File: src/rtl/store_buffer_if.sv
// Store buffer bus bundle: pipeline request side and data-memory write side.
// The buffer takes the slave modport; the pipeline/memory environment takes the master modport.
interface store_buffer_if;
    logic        req_valid;
    logic        req_we;
    logic [31:0] req_addr;
    logic [31:0] req_wdata;
    logic [3:0]  req_be;
    logic [31:0] req_pc;
    logic        stall;
    logic        dm_we;
    logic [31:0] dm_addr;
    logic [31:0] dm_wdata;
    logic [3:0]  dm_be;
    logic [31:0] dm_pc;
    logic        dm_ready;

    modport master (
        output req_valid, req_we, req_addr, req_wdata, req_be, req_pc,
        output dm_ready,
        input  stall, dm_we, dm_addr, dm_wdata, dm_be, dm_pc
    );

    modport slave (
        input  req_valid, req_we, req_addr, req_wdata, req_be, req_pc,
        input  dm_ready,
        output stall, dm_we, dm_addr, dm_wdata, dm_be, dm_pc
    );
endinterface

File: src/rtl/store_buffer.sv
// In-order posted-write buffer between the M stage and data memory.
// Stores queue here and drain one per cycle; loads to a queued word stall.
module store_buffer #(
    parameter int DEPTH = 4
) (
    input  logic                   clk,
    input  logic                   reset,
    store_buffer_if.slave          sb,
    output logic [$clog2(DEPTH):0] count,
    output logic                   empty,
    output logic                   full
);
    localparam int AW = $clog2(DEPTH);
    localparam int CW = AW + 1;

    logic [31:0]   addr_q  [DEPTH];
    logic [31:0]   wdata_q [DEPTH];
    logic [3:0]    be_q    [DEPTH];
    logic [31:0]   pc_q    [DEPTH];

    logic [AW-1:0] head_q;
    logic [AW-1:0] tail_q;
    logic [CW-1:0] count_q;

    logic          enq;
    logic          deq;
    logic          hit;
    logic [AW-1:0] off;

    assign count = count_q;
    assign empty = (count_q == '0);
    assign full  = (count_q == CW'(DEPTH));

    // Store stall uses registered full only, so dm_ready never reaches stall.
    assign enq      = sb.req_valid & sb.req_we & ~full;
    assign deq      = ~empty & sb.dm_ready;
    assign sb.stall = sb.req_valid & (sb.req_we ? full : hit);

    // Word-address match of the request against every live entry.
    always_comb begin
        hit = 1'b0;
        off = '0;
        for (int i = 0; i < DEPTH; i++) begin
            off = AW'(i) - head_q;
            if ((CW'(off) < count_q) &&
                (addr_q[i][31:2] == sb.req_addr[31:2])) begin
                hit = 1'b1;
            end
        end
    end

    // Head entry drives the memory port; zeros while the buffer is empty.
    always_comb begin
        sb.dm_we    = ~empty;
        sb.dm_addr  = '0;
        sb.dm_wdata = '0;
        sb.dm_be    = '0;
        sb.dm_pc    = '0;
        if (!empty) begin
            sb.dm_addr  = addr_q[head_q];
            sb.dm_wdata = wdata_q[head_q];
            sb.dm_be    = be_q[head_q];
            sb.dm_pc    = pc_q[head_q];
        end
    end

    // Pointer and occupancy bookkeeping; reset discards queued stores.
    always_ff @(posedge clk) begin
        if (reset) begin
            head_q  <= '0;
            tail_q  <= '0;
            count_q <= '0;
        end else begin
            if (enq) begin
                tail_q <= tail_q + 1'b1;
            end
            if (deq) begin
                head_q <= head_q + 1'b1;
            end
            case ({enq, deq})
                2'b10:   count_q <= count_q + 1'b1;
                2'b01:   count_q <= count_q - 1'b1;
                default: count_q <= count_q;
            endcase
        end
    end

    // Entry payload is written at the tail; validity comes from head/count.
    always_ff @(posedge clk) begin
        if (!reset && enq) begin
            addr_q[tail_q]  <= sb.req_addr;
            wdata_q[tail_q] <= sb.req_wdata;
            be_q[tail_q]    <= sb.req_be;
            pc_q[tail_q]    <= sb.req_pc;
        end
    end
endmodule

File: src/flat_wrapper.sv
// flat-port wrapper written by rule: the top's interface ports become plain ports
module store_buffer_flat 
#(
    parameter int DEPTH = 4
)
  (clk, reset, count, empty, full, sb_req_valid, sb_req_we, sb_req_addr, sb_req_wdata, sb_req_be, sb_req_pc, sb_dm_ready, sb_stall, sb_dm_we, sb_dm_addr, sb_dm_wdata, sb_dm_be, sb_dm_pc);
  store_buffer_if sb_i ();
  input  logic clk;
  input  logic reset;
  output logic [$clog2(DEPTH):0] count;
  output logic empty;
  output logic full;
  input wire logic [$bits(sb_i.req_valid)-1:0] sb_req_valid;
  input wire logic [$bits(sb_i.req_we)-1:0] sb_req_we;
  input wire logic [$bits(sb_i.req_addr)-1:0] sb_req_addr;
  input wire logic [$bits(sb_i.req_wdata)-1:0] sb_req_wdata;
  input wire logic [$bits(sb_i.req_be)-1:0] sb_req_be;
  input wire logic [$bits(sb_i.req_pc)-1:0] sb_req_pc;
  input wire logic [$bits(sb_i.dm_ready)-1:0] sb_dm_ready;
  output wire logic [$bits(sb_i.stall)-1:0] sb_stall;
  output wire logic [$bits(sb_i.dm_we)-1:0] sb_dm_we;
  output wire logic [$bits(sb_i.dm_addr)-1:0] sb_dm_addr;
  output wire logic [$bits(sb_i.dm_wdata)-1:0] sb_dm_wdata;
  output wire logic [$bits(sb_i.dm_be)-1:0] sb_dm_be;
  output wire logic [$bits(sb_i.dm_pc)-1:0] sb_dm_pc;
  assign sb_i.req_valid = sb_req_valid;
  assign sb_i.req_we = sb_req_we;
  assign sb_i.req_addr = sb_req_addr;
  assign sb_i.req_wdata = sb_req_wdata;
  assign sb_i.req_be = sb_req_be;
  assign sb_i.req_pc = sb_req_pc;
  assign sb_i.dm_ready = sb_dm_ready;
  assign sb_stall = sb_i.stall;
  assign sb_dm_we = sb_i.dm_we;
  assign sb_dm_addr = sb_i.dm_addr;
  assign sb_dm_wdata = sb_i.dm_wdata;
  assign sb_dm_be = sb_i.dm_be;
  assign sb_dm_pc = sb_i.dm_pc;
  store_buffer #(.DEPTH(DEPTH)) u_core (.clk(clk), .reset(reset), .sb(sb_i), .count(count), .empty(empty), .full(full));
endmodule
File: config.mk
export PLATFORM = sky130hd
export DESIGN_NAME = store_buffer_flat
export DESIGN_NICKNAME = d
export VERILOG_FILES = /design/src/rtl/store_buffer_if.sv /design/src/rtl/store_buffer.sv /design/src/flat_wrapper.sv
export SDC_FILE = /design/constraint.sdc
export NUM_CORES = 1
export LEC_CHECK = 0
export BUFFER_PORTS_ARGS = -buffer_cell sky130_fd_sc_hd__buf_2
export CAP_MARGIN = 20
export CORE_UTILIZATION = 52
export DETAILED_ROUTE_END_ITERATION = 8
export PLACE_DENSITY = 0.74
export SLEW_MARGIN = 30
export SYNTH_ARGS = -nofsm -noshare
export SYNTH_HDL_FRONTEND = slang
export SYNTH_SLANG_ARGS = --single-unit
export TNS_END_PERCENT = 30
File: constraint.sdc
create_clock -name clk -period 3.9 [get_ports clk]
set_clock_uncertainty 0.2 [all_clocks]
set_input_delay 0 -clock clk [delete_from_list [all_inputs] [get_ports clk]]
set_output_delay 0 -clock clk [all_outputs]
set_load 0.01 [all_outputs]
# Yosys cells after proc, flatten, opt, wreduce, memory -nomap -nowiden
# Memory sizes are Yosys's and may differ from the RTL's. A register that Yosys moved wholly into a read port is not among the register bits.
# Index checks and enable logic that the tools add are counted.
dict set report classes {
  addsub 8
  multipliers 0
  div 0
  magnitude_cmp 4
  eq_ne 7
  shift 0
  muxes 20
  bitwise 6
  n_reduce_logical 8
}
# op count
set op_table {}
lappend op_table {{$eq 30x30->1} 4}
lappend op_table {{$mux 32} 3}
lappend op_table {{$mux 2} 8}
lappend op_table {{$lt 2x3->1} 4}
lappend op_table {{$mux 1} 7}
lappend op_table {{$pmux 3 s2} 1}
lappend op_table {{$logic_and 1x1->1} 5}
lappend op_table {{$add 2x1->2 const B} 2}
lappend op_table {{$and 1x1->1} 4}
lappend op_table {{$mux 4} 1}
lappend op_table {{$sub 1x2->2 const A} 2}
lappend op_table {{$sub 2x2->2 const A} 2}
lappend op_table {{$add 3x1->3 const B} 1}
lappend op_table {{$eq 3x3->1 const B} 1}
lappend op_table {{$logic_not 3->1} 1}
lappend op_table {{$sub 3x1->3 const B} 1}
lappend op_table {{$eq 2x1->1 const B} 1}
lappend op_table {{$eq 2x2->1 const B} 1}
lappend op_table {{$not 1->1} 2}
lappend op_table {{$reduce_bool 2->1} 1}
lappend op_table {{$logic_not 1->1} 1}
dict set report word_totals {
  regBits 7
  latchBits 0
  ram_bits 400
  mem_bits_ro 0
  inputBits 105
  out_inout_bits 107
  word_cells 60
  memories 4
}
# name depth width rd rd_ports_with_merged_regs wr line
set memory_table {}
lappend memory_table {u_core.addr_q 4 32 5 1 1 store_buffer.sv:16} ;# logic [31:0] addr_q [DEPTH];
lappend memory_table {u_core.pc_q 4 32 1 1 1 store_buffer.sv:19} ;# logic [31:0] pc_q [DEPTH];
lappend memory_table {u_core.wdata_q 4 32 1 1 1 store_buffer.sv:17} ;# logic [31:0] wdata_q [DEPTH];
lappend memory_table {u_core.be_q 4 4 1 1 1 store_buffer.sv:18} ;# logic [3:0] be_q [DEPTH];

# Longest topological paths before layout
# Gate-level depths: netlist of run 1.
dict set report depth {
  ltp_word 9
  mapped_depth 9
  ltp_nobuf 9
}

# Worst setup path before layout of run 1
# OpenSTA, ideal clock, no wires.
dict set report synth_timing {
  kind {reg2reg}
  start {register u_core.count_q[0] (netlist: u_core.count[0])}
  end {memory u_core.addr_q[0][0] (enable)}
  setup_time_ps 471
  arrival_ps 3293
  t_required_ps 3229
  setup_slack_ps -64
  path_stages_with_launch 6
  path_buffers 0
  period_less_slack_ps 3964
  path_cell_list {dfxtp_1 > nor2_1 > nand2_1 > nand3_1 > nor2_1 > and2_1}
}
dict set report synth_between {
  elab_chain_len 6
}
# item line
set synth_lines {}
lappend synth_lines {{from (decl)} store_buffer.sv:23} ;# logic [CW-1:0] count_q;
lappend synth_lines {{from (signal assigned)} store_buffer.sv:81} ;# 2'b10: count_q <= count_q + 1'b1;
lappend synth_lines {{from (signal assigned)} store_buffer.sv:82} ;# 2'b01: count_q <= count_q - 1'b1;
lappend synth_lines {{from (signal assigned)} store_buffer.sv:83} ;# default: count_q <= count_q;
lappend synth_lines {{$eq 3x3->1} store_buffer.sv:32} ;# assign full = (count_q == CW'(DEPTH));
lappend synth_lines {{$not 1->1} store_buffer.sv:35} ;# assign enq = sb.req_valid & sb.req_we & ~full;
lappend synth_lines {{$and 1x1->1} store_buffer.sv:35}
lappend synth_lines {{$logic_and 1x1->1} store_buffer.sv:90} ;# if (!reset && enq) begin
lappend synth_lines {{$mux 1} store_buffer.sv:90}
lappend synth_lines {{$mux 1 (implied by the code)} store_buffer.sv:91} ;# addr_q[tail_q] <= sb.req_addr;
lappend synth_lines {{to (decl)} store_buffer.sv:16}
# Every way passes these cells.

==> impl_metrics.toml, run 1 <==
[status]
status = "completed"

[floorplanning]
core-area_mm2 = 0.0325
num_io_pins = 212
die_x_um = 184
rows = 66
die-area_mm2 = 0.0337
die_y_um = 184
initial_core_util_pct = 52.8

[clock_network]
ctsHtreeMaxLevel = 2
cts-hold-fix-buffers = 123
clockRootBuffer = "clkbuf_16"
cts-resized-gates = 0
cts_tree = "built"
post_cts_buffers = 0
cts.sinks = 409
cts_buffer_depth = 3
cts_buffers = 42
clock_latency_ns = 0.53
path_clk_slew_ns = 0.06

[setup_path]
crit_slowest_cell = "dfxtp_4"
critPathKind = "flip-flop to primary output"
cp.arrival_ns = 2.61
path_cells = "buf_12 -> mux4_2 -> and2_1 -> buf_2"
cp.required_ns = 3.70
end_kind = "primary output"
crit_buf_inv = 2
worstSetupStartpointType = "flip-flop"
critPathTopFamily = "flip-flops"
path_depth = 4
slowest_delay_ns = 0.70
r2r_cells = 6
crit_fanout = 42

[finish]
nets = 1348
fillers = 2201
fin_cells = 1708
drive_gt1_share_pct = 31.3
area_delta_synth_final_pct = 24.0

[place]
dp_cells = 1506
place_congestion = 0.884
io_buffers = 211
dp_hpwl_um = 23400

[pwr]
power.density_mw_per_mm2 = 570
cellLeakagePower_nw = 7.25
peakVddDrop_uv = 780

[synthesis]
synth_top_cell_area_share_pct = 70.0
syn_inst = 897
synth-edff-count = 400
postSynthAreaPerCell_um2 = 19.1
synth_area_leaders = "edfxtp_1 70%, mux4_2 13%, xnor2_1 5.5%"
ys_types = 30
async_flop_share_pct = 0
synth-seq-cells = 409
yosysWarnings = 0
seq_area_frac_synth_pct = 71.1
syn_nets = 1012
synth_commonest_cells = "400 x edfxtp_1, 107 x xnor2_1, 105 x and2_1"
yosysMostFrequentCell = "edfxtp_1"
synthesis.area_mm2 = 0.0172
synth-main-ff-cell = "edfxtp_1"
yosysTopAreaCell = "edfxtp_1"

[sta]
hold_viol_final = 0
finalSetupViolCount = 0
finalCriticalPeriod_ns = 2.81
grt_setup_unrepaired = "no"
max_slew.worst_pin.slew_ns = 0.828
final.setup.tns_ns = 0
slew_violations = 0
fin_crit_sh_pct = 72.0
fmax_mhz = 356
slew_headroom_pct = 44.8

[routing]
ant_nets = 0
drt_wl_total_um = 38300
avgRoutedWirePerCell_um = 22.4
drc = 0
drt_first_pass_iters = 5
drtIter0Drc = 960
vias = 9355
vias_per_cell = 5.48

[global_routing]
grt_use_total_pct = 23.2
grt-ovfl-total = 0
grt_max_degree = 103
antenna_found_initial = 2
grt_pass1_vias = 9730
grt_pass1_wl_um = 57700

[run]
maxCapViolations = 0

[worst_hold_path]
hold_depth = 2
min_path_type = "input port to flip-flop"
[per-stage QoR]
| step | power (mW) | area [um2] | setup slack (ns) | util, % | hold WS, ns |
|---|---|---|---|---|---|
| after floorplan | 7.17 | 17200 | 1.05 | - | -0.101 |
| after global placement | 8.26 | 18700 | 1.28 | 57.6 | 0.0116 |
| after detailed placement | 8.29 | 18700 | 1.24 | 57.6 | 0.0160 |
| after CTS | 12.2 | 21200 | 1.06 | 65.4 | 0.000672 |
| after global routing | 12.7 | 21300 | 0.925 | 65.5 | 0.00228 |
| final | 12.1 | 21300 | 1.09 | 65.5 | 0.0287 |
[cells by family after synthesis]
family                     after synthesis  share of synthesized area, %
AOI/OAI and AO/OA                       14                         0.562
xor gates and xnor gates               126                          6.57
adders and majority gates               10                         0.773
buffers and inverters                   76                          2.12
DFF                                    409                          71.1
muxes                                  101                          13.2
and+or+nand+nor                        161                          5.70
[final timing paths]
check	slack [ns]	endpoint	startpoint
min	0.03	u_core.pc_q[3][22]$_DFFE_PP_	sb_req_pc[22]
max	1.09	sb_dm_wdata[16]	flip-flop
max reg2reg	1.29	u_core.pc_q[2][30]$_DFFE_PP_	u_core.count[0]$_SDFFE_PP0P_
min reg2reg	0.37	u_core.count[1]$_SDFFE_PP0P_	u_core.count[1]$_SDFFE_PP0P_
[registers in the layout, indices dropped and copies added (netlist names), named ones only]
| register | cells |
|---|---|
| u_core.count | 3 |
| u_core.tail_q | 2 |
| u_core.head_q | 2 |
| u_core.wdata_q | 128 |
| u_core.pc_q | 128 |
| u_core.be_q | 16 |
| u_core.addr_q | 128 |
[worst reg2reg max path: stages, from the launching register on]
cell and delay, ns:
dfxtp_1 0.45, nor2_1 0.07, nand2_1 0.11, nand3_1 0.16, nor2_1 0.25, and2_4 0.64, buf_4 0.40
[final cells by class]
class | instances | area (um2) | area share (%)
antenna | 1 | 2.50 | 0.0118
timing repair buffer | 355 | 2540 | 12.0
tap | 442 | 553 | 2.60
clock inverter | 21 | 194 | 0.912
inverter | 13 | 48.8 | 0.229
multi-input combinational | 412 | 4600 | 21.7
clock buffer | 55 | 1120 | 5.27
sequential | 409 | 12200 | 57.4
[layout by cell type, fill, tap and decap left out, drive strengths merged, types with 6 or more instances in the layout]
master and count:
and2 105, nor4 8, buf 230, xor2 16, dlygate4sd3 125, clkinv 18, mux4 100, edfxtp 400
ha 9, dfxtp 9, a21oi 7, xnor2 110, nand3 6, nand4 23, clkbuf 55, inv 13
nor2 11
[where the power goes]
part | switching, mW | leakage [nW] | internal, mW
Combinational | 1.62 | 2.92 | 1.56
Clock | 1.62 | 0.640 | 2.23
Sequential | 0.164 | 3.69 | 4.94
Total | 3.40 | 7.25 | 8.73
[layer usage]
| metal | part of all wire [%] | vias up | global-route usage [%] |
|---|---|---|---|
| met4 | 1.7 | 2 | 5.10 |
| li1 | - | 4151 | - |
| met2 | 50 | 358 | 38.2 |
| met1 | 41 | 4797 | 31.9 |
| met5 | 0.021 | - | 0 |
| met3 | 7.5 | 47 | 5.37 |
Note: power is estimated with default switching activity, not from simulation.
==> run 2: changes to the inputs <==
==> constraint.sdc (replaced) <==
create_clock -name clk -period 2.3 [get_ports clk]
set_clock_uncertainty 0.2 [all_clocks]
set_input_delay 0 -clock clk [delete_from_list [all_inputs] [get_ports clk]]
set_output_delay 0 -clock clk [all_outputs]
set_load 0.01 [all_outputs]
==> impl_metrics.toml, run 2 (synthesized netlist as in run 1, its figures left out) <==
[status]
status = "complete, but fails checks"
violations = "negative setup slack"

[place]
place_congestion = 0.874
dp_hpwl_um = 23500
io_buffers = 211
dpl_cell_area_mm2 = 0.0189

[global_routing]
grt_pass1_vias = 10100
antenna_found_initial = 2
grt_max_degree = 103
grt_pass1_wl_um = 60500
grt_use_total_pct = 24.6
grt-ovfl-total = 0

[sta]
hold_viol_final = 0
fmax_mhz = 387
finalSetupViolCount = 28
slew_headroom_pct = 66.3
worst_slack_ns = -0.282
slew_violations = 0
max_slew.worst_pin.slew_ns = 0.506
grt_setup_unrepaired = "yes"
finalCriticalPeriod_ns = 2.58
fin_crit_sh_pct = 112

[routing]
drtIter0Drc = 882
drt_wl_total_um = 41300
ant_nets = 0
vias = 9572
drt_first_pass_iters = 5
vias_per_cell = 5.58
drc = 0
avgRoutedWirePerCell_um = 24.1

[pwr]
peakVddDrop_uv = 785
power.density_mw_per_mm2 = 1030
cellLeakagePower_nw = 7.64

[finish]
nets = 1355
fin_area_mm2 = 0.0223
top_regs = "u_core.addr_q x128, u_core.pc_q x128, u_core.wdata_q x128"
area_delta_synth_final_pct = 30.2
final_common_cell = "edfxtp_1"
layout_common_cells = "400 x edfxtp_1, 139 x buf_2, 106 x dlygate4sd3_1"
drive_gt1_share_pct = 40.5
fin_util_pct = 68.8

[setup_path]
r2r_slack_ns = 0.11
crit_fanout = 2
cp.required_ns = 2.10
r2r_cells = 8
cp.arrival_ns = 2.38
end_kind = "primary output"
r2r-end = "u_core.count[2]$_SDFFE_PP0P_"
worstSetupStartpointType = "flip-flop"
path_cells = "xnor2_1 -> o2111ai_1 -> nor4_1 -> a21oi_1 -> nand3_1 -> o211a_1 -> buf_2"
critPathKind = "flip-flop to primary output"
slowest_delay_ns = 0.40
crit_slowest_cell = "nor4_1"
r2r-start = "u_core.count[0]$_SDFFE_PP0P_"

[worst_hold_path]
min_from = "sb_req_pc[20]"
min_path_type = "input port to flip-flop"
hold_depth = 2
hold_end = "u_core.pc_q[1][20]$_DFFE_PP_"

[clock_network]
cts_tree = "built"
clockRootBuffer = "clkbuf_16"
cts_buffers = 42
clock_latency_ns = 0.52
cts.sinks = 409
cts_buffer_depth = 3
path_clk_slew_ns = 0.06
ctsHtreeMaxLevel = 2

[floorplanning]
num_io_pins = 212
die_y_um = 184
initial_core_util_pct = 52.8
die_x_um = 184
die-area_mm2 = 0.0337
rows = 66
core-area_mm2 = 0.0325

[run]
maxCapViolations = 0
==> run 2: changes by cell type in the layout (fill, tap and decap cells not counted), sizes merged <==
cell and delta:
dlygate4sd3 -19, clkinv +2, clkbuf -3, inv +1, bufinv -1, clkinvlp +1, diode +1, buf +25
==> run 2: layout make-up <==
type	count	area, um2
diodes	2	5.00
clock buffers	51	1110
clock inverters	24	166
fillers	2036	10100
inverters	13	48.8
multi-input cells	412	4850
flip-flops and latches	409	12200
well taps	442	553
repair buffers	362	3400
==> run 2: worst max path at each step <==
stage / startpoint / to / slack, ns / cells past startpoint
global placement: u_core.count[1]$_SDFFE_PP0P_ / u_core.count[2]$_SDFFE_PP0P_ / 0.13 / 8
finish: u_core.addr_q[1][30]$_DFFE_PP_ / sb_stall / -0.28 / 7
detailed placement: u_core.count[1]$_SDFFE_PP0P_ / u_core.count[2]$_SDFFE_PP0P_ / 0.08 / 8
CTS: u_core.addr_q[3][5]$_DFFE_PP_ / sb_stall / -0.29 / 8
global route: u_core.addr_q[3][27]$_DFFE_PP_ / sb_stall / -0.44 / 8
floorplan: u_core.count[2]$_SDFFE_PP0P_ / u_core.addr_q[0][0]$_DFFE_PP_ / 0.01 / 5
==> run 2: repair_timing <==
action,4_1_cts,5_1_grt
hold buffers,106,0
cloned,9,1
pin swaps,4,3
setup endpoints to repair,103,102
gates resized for setup,62,127
buffers inserted,9,0
endpoints found under the hold margin,413,0
==> run 2: where the power goes <==
part / leakage, nW / internal (mW) / switching [mW]
logic: 3.32 / 4.55 / 3.52
registers: 3.69 / 8.39 / 0.136
clock network: 0.632 / 3.64 / 2.73
total: 7.64 / 16.6 / 6.38
==> run 2: through the flow <==
stage	total power, mW	setup TNS, ns	worst slack (ns)	std cells	hold WS [ns]
5_1_grt	23.9	-6.45	-0.440	1714	0.0190
4_1_cts	21.9	-3.21	-0.287	1715	0.0000561
3_3_place_gp	14.1	0	0.126	1516	0.0111
3_5_place_dp	14.2	0	0.0817	1516	0.0167
6_report	23.0	-0.770	-0.282	1715	0.0194
2_1_floorplan	12.2	0	0.0125	897	-0.101
==> run 2: worst max-delay path, delay by kind of cell, from the launching register on <==
family,cells,cell delay (ns)
compound gates,3,0.47
simple gates,2,0.50
xor+xnor,1,0.36
buf+inv,1,0.13
flops,1,0.39
==> run 2: layer usage <==
layer / GRT usage, % / vias up / share of wire, %
met5: 0 / - / 0
met4: 6.87 / 0 / 2.4
met3: 5.82 / 71 / 7.6
met2: 40.3 / 402 / 50
met1: 33.2 / 4923 / 40
li1: - / 4176 / -
